===== src/rtl/beta_trap_pkg.sv =====
// rtl/beta_trap_pkg.sv - shared trap codes, causes and TCU state encoding
package beta_trap_pkg;

  typedef enum logic [1:0] {
    INSTR_NOTRAP        = 2'd0,
    INSTR_MISALIG_FETCH = 2'd1,
    INSTR_ILLEGAL_FETCH = 2'd2
  } instr_trap_e;

  typedef enum logic [1:0] {
    LSU_NOTRAP        = 2'd0,
    LSU_MISALIG_LOAD  = 2'd1,
    LSU_MISALIG_STORE = 2'd2
  } lsu_trap_e;

  typedef enum logic [1:0] {
    TCU_NOTRAP    = 2'd0,
    TCU_INTERRUPT = 2'd1,
    TCU_EXCEPTION = 2'd2
  } tcu_trap_e;

  // bit 4 marks an interrupt; bits 3:0 are the architectural cause code
  typedef enum logic [4:0] {
    INSTR_ADDR_MISALIGNED = 5'h00,
    INSTR_ILLEGAL         = 5'h02,
    LOAD_ADDR_MISALIGNED  = 5'h04,
    STORE_ADDR_MISALIGNED = 5'h06,
    MSW_INT               = 5'h13,
    MTIM_INT              = 5'h17,
    MEXT_INT              = 5'h1B
  } trap_cause_e;

  typedef enum logic [2:0] {
    TCU_IDLE     = 3'd0,
    TCU_FLUSH    = 3'd1,
    TCU_UPDATE   = 3'd2,
    TCU_REDIRECT = 3'd3,
    TCU_RETURN   = 3'd4
  } tcu_state_e;

  localparam logic [1:0] MTVEC_DIRECT   = 2'b00;
  localparam logic [1:0] MTVEC_VECTORED = 2'b01;

  function automatic logic [31:0] cause_to_mcause(input trap_cause_e c);
    return {c[4], 27'b0, c[3:0]};
  endfunction

endpackage


===== src/rtl/beta_irq_sync.sv =====
// rtl/beta_irq_sync.sv - SYNC_STAGES-deep synchroniser for the three M-mode irq lines
module beta_irq_sync #(
  parameter int SYNC_STAGES = 2
) (
  input  logic       clk_i,
  input  logic       rst_i,
  input  logic [2:0] irq_i,
  output logic [2:0] irq_o
);

  generate
    if (SYNC_STAGES == 0) begin : g_bypass
      assign irq_o = irq_i;
    end else begin : g_sync
      logic [2:0] stage_q [SYNC_STAGES];

      always_ff @(posedge clk_i or posedge rst_i) begin
        if (rst_i) begin
          for (int i = 0; i < SYNC_STAGES; i++) begin
            stage_q[i] <= 3'b0;
          end
        end else begin
          stage_q[0] <= irq_i;
          for (int i = 1; i < SYNC_STAGES; i++) begin
            stage_q[i] <= stage_q[i-1];
          end
        end
      end

      assign irq_o = stage_q[SYNC_STAGES-1];
    end
  endgenerate

endmodule


===== src/rtl/beta_tcu.sv =====
// rtl/beta_tcu.sv - trap control unit: arbitrates one trap or MRET, flushes,
// strobes the CSR update and redirects fetch to the handler
module beta_tcu
  import beta_trap_pkg::*;
#(
  parameter int SYNC_STAGES = 2,
  parameter bit VECTORED_EN = 1'b1
) (
  input  logic        clk_i,
  input  logic        rst_i,
  input  logic        instr_valid_i,
  input  logic [1:0]  instr_trap_i,
  input  logic [31:0] instr_pc_i,
  input  logic [31:0] instr_word_i,
  input  logic [31:0] next_pc_i,
  input  logic [1:0]  lsu_trap_i,
  input  logic [31:0] lsu_pc_i,
  input  logic [31:0] lsu_addr_i,
  input  logic        irq_msw_i,
  input  logic        irq_mtim_i,
  input  logic        irq_mext_i,
  input  logic        mstatus_mie_i,
  input  logic [2:0]  mie_i,
  input  logic [31:0] mtvec_i,
  input  logic [31:0] mepc_i,
  input  logic        mret_i,
  output logic [1:0]  tcu_trap_o,
  output logic        stall_o,
  output logic        flush_o,
  output logic        csr_we_o,
  output logic [31:0] mcause_o,
  output logic [31:0] mepc_o,
  output logic [31:0] mtval_o,
  output logic        mret_o,
  output logic        redirect_o,
  output logic [31:0] redirect_pc_o
);

  tcu_state_e  state_q, state_d;
  tcu_trap_e   kind_q;
  trap_cause_e cause_q;
  logic [31:0] mepc_q, mtval_q, rpc_q;

  // ordered like mie_i: {MEIE, MTIE, MSIE}
  logic [2:0] irq_sync, irq_pend;

  beta_irq_sync #(.SYNC_STAGES(SYNC_STAGES)) u_irq_sync (
    .clk_i (clk_i),
    .rst_i (rst_i),
    .irq_i ({irq_mext_i, irq_mtim_i, irq_msw_i}),
    .irq_o (irq_sync)
  );

  assign irq_pend = mstatus_mie_i ? (irq_sync & mie_i) : 3'b000;

  logic        take_trap;
  tcu_trap_e   sel_kind;
  trap_cause_e sel_cause;
  logic [31:0] sel_epc, sel_tval, trap_base, sel_target;
  logic        use_vector;

  always_comb begin
    take_trap = 1'b0;
    sel_kind  = TCU_NOTRAP;
    sel_cause = INSTR_ADDR_MISALIGNED;
    sel_epc   = 32'h0;
    sel_tval  = 32'h0;
    if (lsu_trap_i == LSU_MISALIG_LOAD || lsu_trap_i == LSU_MISALIG_STORE) begin
      take_trap = 1'b1;
      sel_kind  = TCU_EXCEPTION;
      sel_cause = (lsu_trap_i == LSU_MISALIG_LOAD) ? LOAD_ADDR_MISALIGNED : STORE_ADDR_MISALIGNED;
      sel_epc   = lsu_pc_i;
      sel_tval  = lsu_addr_i;
    end else if (instr_valid_i && instr_trap_i == INSTR_MISALIG_FETCH) begin
      take_trap = 1'b1;
      sel_kind  = TCU_EXCEPTION;
      sel_cause = INSTR_ADDR_MISALIGNED;
      sel_epc   = instr_pc_i;
      sel_tval  = instr_pc_i;
    end else if (instr_valid_i && instr_trap_i == INSTR_ILLEGAL_FETCH) begin
      take_trap = 1'b1;
      sel_kind  = TCU_EXCEPTION;
      sel_cause = INSTR_ILLEGAL;
      sel_epc   = instr_pc_i;
      sel_tval  = instr_word_i;
    end else if (instr_valid_i && irq_pend != 3'b000) begin
      take_trap = 1'b1;
      sel_kind  = TCU_INTERRUPT;
      sel_cause = irq_pend[2] ? MEXT_INT : (irq_pend[0] ? MSW_INT : MTIM_INT);
      sel_epc   = next_pc_i;
    end
  end

  // reserved MODE encodings (>=2) fall back to direct
  assign trap_base  = {mtvec_i[31:2], 2'b00};
  assign use_vector = VECTORED_EN && (sel_kind == TCU_INTERRUPT) &&
                      (mtvec_i[1:0] == MTVEC_VECTORED);
  assign sel_target = use_vector ? (trap_base + {26'b0, sel_cause[3:0], 2'b00}) : trap_base;

  logic load_trap, load_mret;

  always_comb begin
    state_d       = state_q;
    load_trap     = 1'b0;
    load_mret     = 1'b0;
    stall_o       = 1'b0;
    flush_o       = 1'b0;
    csr_we_o      = 1'b0;
    redirect_o    = 1'b0;
    mret_o        = 1'b0;
    case (state_q)
      TCU_IDLE: begin
        if (take_trap) begin
          load_trap = 1'b1;
          state_d   = TCU_FLUSH;
        end else if (mret_i) begin
          load_mret = 1'b1;
          state_d   = TCU_RETURN;
        end
      end
      TCU_FLUSH: begin
        stall_o = 1'b1;
        flush_o = 1'b1;
        state_d = TCU_UPDATE;
      end
      TCU_UPDATE: begin
        stall_o  = 1'b1;
        csr_we_o = 1'b1;
        state_d  = TCU_REDIRECT;
      end
      TCU_REDIRECT: begin
        stall_o    = 1'b1;
        redirect_o = 1'b1;
        state_d    = TCU_IDLE;
      end
      TCU_RETURN: begin
        stall_o    = 1'b1;
        flush_o    = 1'b1;
        mret_o     = 1'b1;
        redirect_o = 1'b1;
        state_d    = TCU_IDLE;
      end
      default: state_d = TCU_IDLE;
    endcase
  end

  always_ff @(posedge clk_i or posedge rst_i) begin
    if (rst_i) begin
      state_q <= TCU_IDLE;
    end else begin
      state_q <= state_d;
    end
  end

  // trap record is captured in the arbitration cycle and held until the next trap
  always_ff @(posedge clk_i or posedge rst_i) begin
    if (rst_i) begin
      kind_q  <= TCU_NOTRAP;
      cause_q <= INSTR_ADDR_MISALIGNED;
      mepc_q  <= 32'h0;
      mtval_q <= 32'h0;
      rpc_q   <= 32'h0;
    end else if (load_trap) begin
      kind_q  <= sel_kind;
      cause_q <= sel_cause;
      mepc_q  <= {sel_epc[31:2], 2'b00};
      mtval_q <= sel_tval;
      rpc_q   <= sel_target;
    end else if (load_mret) begin
      rpc_q   <= mepc_i;
    end
  end

  assign tcu_trap_o    = (state_q == TCU_FLUSH || state_q == TCU_UPDATE ||
                          state_q == TCU_REDIRECT) ? kind_q : TCU_NOTRAP;
  assign mcause_o      = cause_to_mcause(cause_q);
  assign mepc_o        = mepc_q;
  assign mtval_o       = mtval_q;
  assign redirect_pc_o = rpc_q;

endmodule


===== config.mk =====
export PLATFORM = sky130hd
export DESIGN_NAME = beta_tcu
export DESIGN_NICKNAME = d
export VERILOG_FILES = /design/src/rtl/beta_trap_pkg.sv /design/src/rtl/beta_irq_sync.sv /design/src/rtl/beta_tcu.sv
export SDC_FILE = /design/constraint.sdc
export NUM_CORES = 1
export LEC_CHECK = 0
export CAP_MARGIN = 30
export CORE_AREA = 2 2 146 148
export CTS_CLUSTER_DIAMETER = 200
export CTS_CLUSTER_SIZE = 24
export DETAILED_ROUTE_END_ITERATION = 6
export DIE_AREA = 0 0 148 150
export GPL_ROUTABILITY_DRIVEN = 0
export PLACE_DENSITY = 0.68
export SLEW_MARGIN = 25
export SYNTH_ARGS = -nofsm -noshare
export SYNTH_HDL_FRONTEND = slang
export SYNTH_SLANG_ARGS = --single-unit
export TNS_END_PERCENT = 50

===== constraint.sdc =====
create_clock -name clk_i -period 3.7 [get_ports clk_i]
set_clock_uncertainty 0.2 [all_clocks]
set_input_delay 0.74 -clock clk_i [delete_from_list [all_inputs] [get_ports clk_i]]
set_output_delay 0.74 -clock clk_i [all_outputs]
set_load 0.01 [all_outputs]

==> results.yml <==
status:
  outcome: "completed"
global_route:
  overflow: 0
  antenna_found_initial: 2
  grt_usage: 0.228
  grt_pass1_vias: 6233
  grt_max_degree: 75
  grt_pass1_wl_mm: 38.0
synth:
  ys_seq_elements: 108
  synth_warnings: 0
  synthCells: 777
  syn_area_per_cell_sq_um: 8.13
  synthArstFlopShare: 1.00
  synth_edf_count: 0
  synthFlopType: "dfrtp_1"
  synth_area_sq_um: 6320
  synth_seq_area_share: 0.428
  ys_types: 46
power:
  power.total_uw: 6130
  vdd_ir_drop_max_mv: 0.251
  p_per_area_nw_per_um2: 583
  power.leakage_uw: 0.00429
placed_design:
  place.port_buffers: 340
  place_inst: 1381
  dp_hpwl_mm: 20.5
  pre_cts_slack_ns: -0.457
clocking:
  clock_tree.buffer_depth: 2
  cts_tree: "done"
  h-tree-depth: 3
  ctsHoldBuffers: 0
  cts_sinks: 108
  worstSkewPairLatency_ns: 0.35
  root_buffer: "clkbuf_16"
  path_clk_slew_ns: 0.08
  cts_buffers: 9
setup_path:
  worst_path_largest_cell_delay_ns: 0.47
  cp_data_arrival_time_ns: 3.67
  startpoint: "lsu_trap_i[1]"
  critPathTopFamily: "adder cells"
  crit_chain: "clkdlybuf4s50_1 -> inv_2 -> ha_4 -> a21bo_4 -> nor3_4 -> ha_2 -> inv_1 -> fa_2 -> nor2b_4 -> o21ai_4 -> a211oi_4 -> buf_6 -> and3_4 -> xnor2_2 -> a221oi_2"
  crit_type: "primary input to flop"
  r2r-start: "u_irq_sync.irq_o[0]"
  rr_worst_depth: 12
  crit_buf_inv: 4
  critical_path_peak_fanout: 8
  critPathSlowestCell: "clkdlybuf4s50_1"
  start_kind: "primary input"
  worstPathRequired_ns: 3.77
  worstSetupEndpointType: "flop"
  cp.depth: 15
routing:
  drc: 0
  viasPerCell: 4.84
  vias: 6769
  wirelength_mm: 26.3
  wl_per_cell_um: 18.8
  drtIter0Drc: 429
  drt_pre_antenna_iters: 5
  ant_nets: 0
die:
  row_count: 53
  die-area_sq_um: 22200
  die_h_um: 150
  ios: 374
  coreArea_sq_um: 20700
  start_util: 0.305
  dieWidth_um: 148
sta:
  hold_viol_final: 0
  period_minus_slack_ns: 3.60
  setup_ws_ns: 0.0994
  tightest_slew_ns: 0.761
  tns_ns: 0
  slew_headroom: 0.493
  min_period_over_period: 0.973
  drv_slew: 0
  fmax_mhz: 278
  rsz0062_at_grt: "yes"
  finalSetupViolCount: 0
finish:
  final_cells: 1399
  area_delta_synth_final_pct: 66.5
  mostFrequentLayoutCell: "clkdlybuf4s50_1"
  layout_common_cells: "339 x clkdlybuf4s50_1, 189 x nand2_1, 136 x o21ai_0"
  fin_nets: 1362
  drive_gt1_frac: 0.0775
run:
  max_cap_violations: 0
hold_path:
  min-delay-start: "u_irq_sync.g_sync.stage_q[5]"
  min_path_cells: 0
  hold_class: "flop to flop"
==> stage by stage <==
stage                     utilization  instance area (sq um)  hold WS [ns]
final                           0.509                  10500         0.159
after global routing            0.509                  10500         0.173
after CTS                       0.504                  10400         0.162
after detailed placement        0.490                  10100         0.142
after global placement          0.490                  10100         0.134
after floorplan                     -                   6430         0.131
==> path summary, 6_finish.rpt <==
check	endpoint	slack, ns
setup / recovery	redirect_pc_o[12]	0.1
hold / removal	u_irq_sync.irq_o[2]	0.16
setup reg to reg	redirect_pc_o[19]	0.52
hold reg to reg	u_irq_sync.irq_o[2]	0.16
max in group asynchronous	mepc_o[16]	1.99
min in group asynchronous	state_q[2]	0.75
==> worst reg2reg max path, delay by kind of cell, from the launching register on <==
| family | cells | cell delay (ns) |
|---|---|---|
| simple gates | 2 | 0.21 |
| buf+inv | 1 | 0.06 |
| compound gates | 6 | 1.45 |
| xor+xnor | 1 | 0.15 |
| flops | 1 | 0.38 |
| fa+ha+maj | 2 | 0.60 |
==> synthesized netlist by cell type, types with 2 or more instances <==
library cell  instances  area share
a211oi_1             15       0.018
a21oi_1              20       0.016
a22o_1                2      0.0028
a22oi_1              42       0.050
a31oi_1               2      0.0020
and3_1               14       0.014
buf_1                 4      0.0024
buf_2                13       0.010
buf_4                36       0.043
clkbuf_1             31       0.018
dfrtp_1             108        0.43
ha_1                  5      0.0099
inv_1                11      0.0065
mux2i_1               4      0.0063
nand2_1             189        0.11
nand2b_1              5      0.0049
nand3_1              36       0.029
nand4_1               5      0.0049
nor2_1                9      0.0053
nor2b_1              16       0.016
nor3_1               15       0.012
nor3b_1               2      0.0024
o21ai_0             139        0.11
o21ai_1               3      0.0024
o221ai_1              4      0.0055
xnor2_1              14       0.019
xor2_1               14       0.019
==> layer usage <==
metal,up-vias,GRT usage,wire length [um]
li1,3324,-,-
met1,3148,0.319,11600
met2,268,0.354,12400
met3,29,0.0485,1740
met4,0,0.0700,539
met5,-,0,0
==> kinds of logic (layout without fill, tap and decap cells) <==
logic type / Yosys count / in the layout / share of synthesized area
other cells: 1 / 31 / 0.000593
mux: 4 / 4 / 0.00634
xor+xnor: 28 / 28 / 0.0388
buf+inv: 95 / 412 / 0.0804
fa+ha+maj: 7 / 7 / 0.0147
compound gates: 236 / 236 / 0.222
simple gates: 298 / 298 / 0.210
flops: 108 / 108 / 0.428
==> sequential cells by signal, summed over array words and instances, names as in the netlist <==
| register | flops |
|---|---|
| mtval_o | 32 |
| redirect_pc_o | 32 |
| mepc_o | 30 |
| cause_q | 3 |
| state_q | 3 |
| u_irq_sync.g_sync.stage_q | 3 |
| u_irq_sync.irq_o | 3 |
| kind_q | 2 |
==> final cells by class <==
| type | count | area, sq um |
|---|---|---|
| inverter | 11 | 45.0 |
| antenna | 2 | 5.00 |
| clock buffer | 10 | 239 |
| sequential | 108 | 2700 |
| fill | 1955 | 10200 |
| multi-input combinational | 602 | 3330 |
| clock inverter | 6 | 48.8 |
| timing repair buffer | 385 | 3800 |
| tap | 275 | 344 |
==> timing repair <==
action / in CTS / in global routing
pin swaps: 2 / 8
cloned: 0 / 0
setup endpoints to repair: 11 / 25
resized for setup: 3 / 22
buffers inserted: 0 / 1
hold endpoints to repair: 0 / 0
==> where the power goes <==
group | leakage (uW) | switching (uW) | internal, uW | total [uW]
clock | 0.000137 | 468 | 482 | 950
combinational | 0.00283 | 1500 | 1680 | 3180
sequential | 0.00132 | 293 | 1710 | 2000
total | 0.00429 | 2260 | 3870 | 6130
Note: power is estimated with default switching activity, not from simulation.
